==> config.mk <==
export PLATFORM = sky130hd
export DESIGN_NAME = pair_op_sequencer
export DESIGN_NICKNAME = d
export VERILOG_FILES = /design/src/rtl/pair_op_sequencer.sv
export SDC_FILE = /design/constraint.sdc
export NUM_CORES = 1
export LEC_CHECK = 0
export ABC_CLOCK_PERIOD_IN_PS = 1900
export CAP_MARGIN = 15
export CORE_AREA = 2 2 39 41
export CTS_BUF_LIST = sky130_fd_sc_hd__clkbuf_4
export DETAILED_ROUTE_END_ITERATION = 7
export DIE_AREA = 0 0 41 43
export GPL_TIMING_DRIVEN = 0
export HOLD_SLACK_MARGIN = 0.03
export SLEW_MARGIN = 20
export SYNTH_ARGS = -nofsm -noshare
export SYNTH_HDL_FRONTEND = slang
export SYNTH_SLANG_ARGS = --single-unit
==> constraint.sdc <==
create_clock -name clk -period 1.9 [get_ports clk]
set_input_delay 0.38 -clock clk [delete_from_list [all_inputs] [get_ports clk]]
set_output_delay 0.38 -clock clk [all_outputs]
set_load 0.02 [all_outputs]
==> src/rtl/pair_op_sequencer.sv <==
`default_nettype none
// ============================================================================
// Module   : pair_op_sequencer
// Purpose  : Control FSM for the memA/memB pair datapath. For every result
//            index j it reads A[2j] and A[2j+1] into r1/r2, latches the
//            comparator sign into the add/sub mux select, then writes B[j].
//            Brackets the whole pass with a busy level and a done pulse.
// Revision : 1.0  initial release
// ============================================================================
module pair_op_sequencer #(
  parameter int B_DEPTH = 4,
  parameter int AW_A    = 3,
  parameter int AW_B    = 2
) (
  input  logic            clk,
  input  logic            reset,
  input  logic            start,
  input  logic            abort,
  input  logic            sign,
  output logic [AW_A-1:0] addr_a,
  output logic            we_a,
  output logic [AW_B-1:0] addr_b,
  output logic            we_b,
  output logic            ld_r1,
  output logic            ld_r2,
  output logic            sel,
  output logic            busy,
  output logic            done
);

  typedef enum logic [2:0] {
    IDLE = 3'd0,
    RD0  = 3'd1,
    RD1  = 3'd2,
    CMP  = 3'd3,
    WR   = 3'd4,
    DONE = 3'd5
  } state_t;

  localparam logic [AW_B-1:0] J_LAST = AW_B'(B_DEPTH - 1);

  state_t          state_q, state_d;
  logic [AW_B-1:0] j_q, j_d;
  logic            sel_q, sel_d;

  // State, pair index and latched mux select registers
  always_ff @(posedge clk) begin
    if (!reset) begin
      state_q <= IDLE;
      j_q     <= '0;
      sel_q   <= 1'b0;
    end else begin
      state_q <= state_d;
      j_q     <= j_d;
      sel_q   <= sel_d;
    end
  end

  // Next-state logic; abort overrides every transition out of a busy state
  always_comb begin
    state_d = state_q;
    j_d     = j_q;
    sel_d   = sel_q;
    case (state_q)
      IDLE: begin
        if (start) begin
          j_d     = '0;
          state_d = RD0;
        end
      end
      RD0:  state_d = RD1;
      RD1:  state_d = CMP;
      CMP: begin
        // r1/r2 are both valid here, so the comparator result is final
        sel_d   = sign;
        state_d = WR;
      end
      WR: begin
        if (j_q == J_LAST) begin
          state_d = DONE;
        end else begin
          j_d     = j_q + 1'b1;
          state_d = RD0;
        end
      end
      DONE:    state_d = IDLE;
      default: state_d = IDLE;
    endcase
    if (abort && (state_q != IDLE)) begin
      state_d = IDLE;
    end
  end

  // Moore output decode; the write strobe is additionally withheld in a
  // cycle where reset or abort is asserted so a cancelled WR never lands
  always_comb begin
    addr_a = '0;
    addr_b = '0;
    we_a   = 1'b0;
    we_b   = 1'b0;
    ld_r1  = 1'b0;
    ld_r2  = 1'b0;
    sel    = sel_q;
    busy   = (state_q != IDLE);
    done   = 1'b0;
    case (state_q)
      RD0: begin
        addr_a = {j_q, 1'b0};
        ld_r1  = 1'b1;
      end
      RD1: begin
        addr_a = {j_q, 1'b1};
        ld_r2  = 1'b1;
      end
      WR: begin
        addr_b = j_q;
        we_b   = reset & ~abort;
      end
      DONE:    done = 1'b1;
      default: ;
    endcase
  end

endmodule
`default_nettype wire

; ---- Word-level counts from Yosys, hierarchy flattened
; Cells that the tools add are included.
[classes]
n_addsub = 1
eq_ne = 8
n_mux = 12
n_bitwise = 3
reduce_logical = 6
[op_table]
columns = operator, n
row1 = case mux 3 bit (5 select lines), 1
row2 = "== test 3 x 2 -> 1 bit, second input constant", 2
row3 = "== test 3 bit, second input constant", 2
row4 = 2-to-1 mux 2 bit, 3
row5 = 2-to-1 mux 3 bit, 2
row6 = case mux 3 bit (2 select lines), 1
row7 = 2-to-1 mux 1 bit, 4
row8 = "!= test 2 bit, second input constant", 2
row9 = case mux 2 bit (2 select lines), 1
row10 = "== test 3 x 1 -> 1 bit, second input constant", 1
row11 = zero test 3 bit, 1
row12 = AND reduction 3 bit, 1
row13 = nonzero test 3 bit, 1
row14 = "adder 2 x 1 -> 2 bit, second input constant", 1
row15 = "== test 2 bit, second input constant", 1
row16 = inverter 1 bit, 2
row17 = nonzero test 2 bit, 1
row18 = OR reduction 2 bit, 1
row19 = AND 1 bit, 1
row20 = logical AND 1 bit, 1
[word_totals]
register_bits = 6
inputBits = 5
out_inout_bits = 12
word_cells = 33

; ---- Longest topological paths before layout
[logic_depth]
depth_word = 3
mapped_depth = 4
ltp_nobuf = 4

; ---- Worst setup path after synthesis
; OpenSTA, ideal clock, no wires.
[synth_timing]
path_kind = flip-flop to output port
from = register state_q[2]
to = output addr_a[0]
arrival_time_ns = 1.331
t_required_ns = 1.520
path_slack_ns = 0.189
path_stages_with_launch = 4
n_path_buf = 2
cell_sequence = dfxtp_1 > buf_2 > nor3b_1 > buf_4
[synth_via]
elab_chain_len = 2
elab_cells_between_ends = 3
cone_classes = 2 x eq/ne / 1 x mux
[synth_lines]
columns = element, line_no
row1 = start: declaration, 42  ; state_t state_q, state_d;
row2 = start signal: assignment, 53  ; state_q <= state_d;
row3 = == test 3 x 2 -> 1 bit / == test 3 x 1 -> 1 bit (equally long branches), 106  ; case (state_q)
row4 = case mux 3 bit (2 select lines) (*), 106
row5 = end: declaration, 20  ; output logic [AW_A-1:0] addr_a,
; Mark *: on every way between the ends. The rest lies on a longest branch, timed or not.

; ---- Final worst setup path
; Same ends and word-level chain as after synthesis.

==> flow_metrics.tcl <==
set metrics [dict create \
    leakage_uw 0.000268 \
    critPathMaxFanout 10 \
    critical_path_class "reg2out" \
    grt_pass1_wl_mm 1.22 \
    status "finished, final reports clean" \
    maxCapViolations 0 \
    die_area_um2 1760 \
    drive_above_1_share_pct 14.3 \
    setup_ws_ns 0.0857 \
    grt_max_degree 11 \
    post-place-ws_ns -0.308 \
    core_area_um2 1380 \
    start_util_pct 26.9 \
    diodes 0 \
    gp_congestion 0.711 \
    setup_viol 0 \
    grt_antenna_before_repair 0 \
    cp_num_buf_inv 3 \
    slew_viol_final 0 \
    ant_nets 0 \
    syn_avg_cell_area_um2 8.26 \
    startpoint_type "flip-flop" \
    synth_top_flop_cell "dfxtp_1" \
    cts-root-buf "clkbuf_4" \
    via_per_inst 4.54 \
    vias 359 \
    first_iter_violations 1 \
    grt_pass1_vias 292 \
    cp.required_ns 1.52 \
    yosysUniqueCellTypes 23 \
    drt_wl_total_um 820 \
    worstPathCellList "buf_2 -> nor3b_1 -> buf_4 -> clkdlybuf4s15_1" \
    final_common_cell "dlygate4sd2_1" \
    dp_hpwl_um 592 \
    min_period_ns 1.81 \
    clock_path_buffers 2 \
    cp_slowest_stage_delay_ns 0.34 \
    h-tree-depth 1 \
    ir_drop_mv 0.242 \
    cp-end-kind "output pin" \
    synth_nets 51 \
    finalCritPeriodShare_pct 95.5 \
    yosysWarnings 0 \
    syn-instance-count 45 \
    io_pins 17 \
    cts_tree "built" \
    io_buffers 15 \
    arrival_ns 1.43 \
    cts_inserted_buffers 3 \
    fillCellCount 160 \
    min_path_type "reg2reg" \
    worst_clock_skew_ns 0.00796 \
    synth.cell_area_um2 372 \
    gr-total-overflow 0 \
    power_density_nw_per_um2 550 \
    drt_first_pass_iters 3 \
    insertion_delay_ns 0.25 \
    layout_common_cells "dlygate4sd2_1, dfxtp_1, nand2_1, nand2b_1, clkdlybuf4s50_1" \
    synth-seq-cells 6 \
    synth-edff-count 0 \
    clkTransAtPathRegs_ns 0.05 \
    fin_util_pct 40.1 \
    final-hold-violation-count 0 \
    die_y_um 43 \
    clkSinkCount 6 \
    routedWlPerCell_um 10.4 \
    row_count 14 \
    groute.usage.overall_pct 10.7 \
    die_x_um 41 \
    fmax_mhz 551 \
    drcViolationCount 0 \
    async_flop_share_pct 0 \
    crit_family "buffers and inverters" \
    slowest_stage "dfxtp_1" \
    area_growth_pct 49.5 \
    final_net_count 71 \
    synth-seq-area-share_pct 32.3 \
    rsz0062_at_grt "false" \
]
[flip-flops by register name, summed over array words and instances (netlist names)]
signal and flops:
state_q 3, j_q 2, sel 1
[worst min-delay path, stage by stage (launching register included)]
cell and delay, ns:
dfxtp_1 0.33, nand2_1 0.06, o22ai_1 0.06
[timing repair]
action,in CTS,in global routing
hold buffers,0,0
setup endpoints to repair,10,3
buffers inserted,0,0
hold endpoints to repair,0,0
gates resized for setup,12,3
[kinds of logic after synthesis]
family,count (synthesis),share of synthesized area (%)
AOI/OAI and AO/OA,5,8.42
xor gates and xnor gates,2,4.71
adders and majority gates,1,3.37
buffers and inverters,4,7.41
DFF,6,32.3
muxes,1,2.69
other,1,1.01
and+or+nand+nor,25,40.1
[synth_stat cells (2+ instances only)]
master	count	area share, %
and2_1	2	3.4
and3_1	2	3.4
and3b_1	2	4.7
buf_4	3	6.1
dfxtp_1	6	32
nand2_1	4	4.0
nand2b_1	4	6.7
nand3b_1	2	4.0
nor2_1	2	2.0
nor3b_1	2	4.0
o22ai_1	3	5.1
xnor2_1	2	4.7
[path summary, 6_finish.rpt]
| kind | start | end | slack [ns] | cells after the start |
|---|---|---|---|---|
| worst max-delay path | state_q[2] | addr_a[0] | 0.09 | 4 |
| worst min-delay path | j_q[1] | j_q[1] | 0.50 | 2 |
| worst max register to register | j_q[0] | j_q[0] | 0.76 | 4 |
| worst min register to register | j_q[1] | j_q[1] | 0.50 | 2 |
[routing by layer]
metal / part of all wire (%) / track usage [%]
met5: 0 / 0
met2: 45 / 14.1
met1: 46 / 12.9
met4: 1.2 / 8.00
met3: 8.2 / 4.71
[layout make-up]
| type | count | area [um^2] | area share, % |
|---|---|---|---|
| multi-input cells | 35 | 224 | 40.3 |
| repair buffers | 15 | 140 | 25.2 |
| flip-flops and latches | 6 | 121 | 21.8 |
| plain buffers | 4 | 27.5 | 4.95 |
| clock buffers | 3 | 22.5 | 4.05 |
| well taps | 16 | 20.0 | 3.60 |
[per-stage QoR]
| stage | TNS [ns] | instance area (um^2) | hold slack (ns) | std cells | power (uW) |
|---|---|---|---|---|---|
| floorplan | 0 | 372 | 0.467 | 45 | 167 |
| global placement | -0.317 | 542 | 0.496 | 76 | 192 |
| detailed placement | -0.308 | 542 | 0.495 | 76 | 192 |
| CTS | 0 | 552 | 0.501 | 79 | 309 |
| global route | 0 | 556 | 0.531 | 79 | 323 |
| finish | 0 | 556 | 0.499 | 79 | 306 |
[report_power, final]
part	switching [uW]	internal, uW
registers	3.74	129
logic	26.6	26.1
clock network	48.4	71.6
total	78.7	227
(Power assumes the default switching activity.)
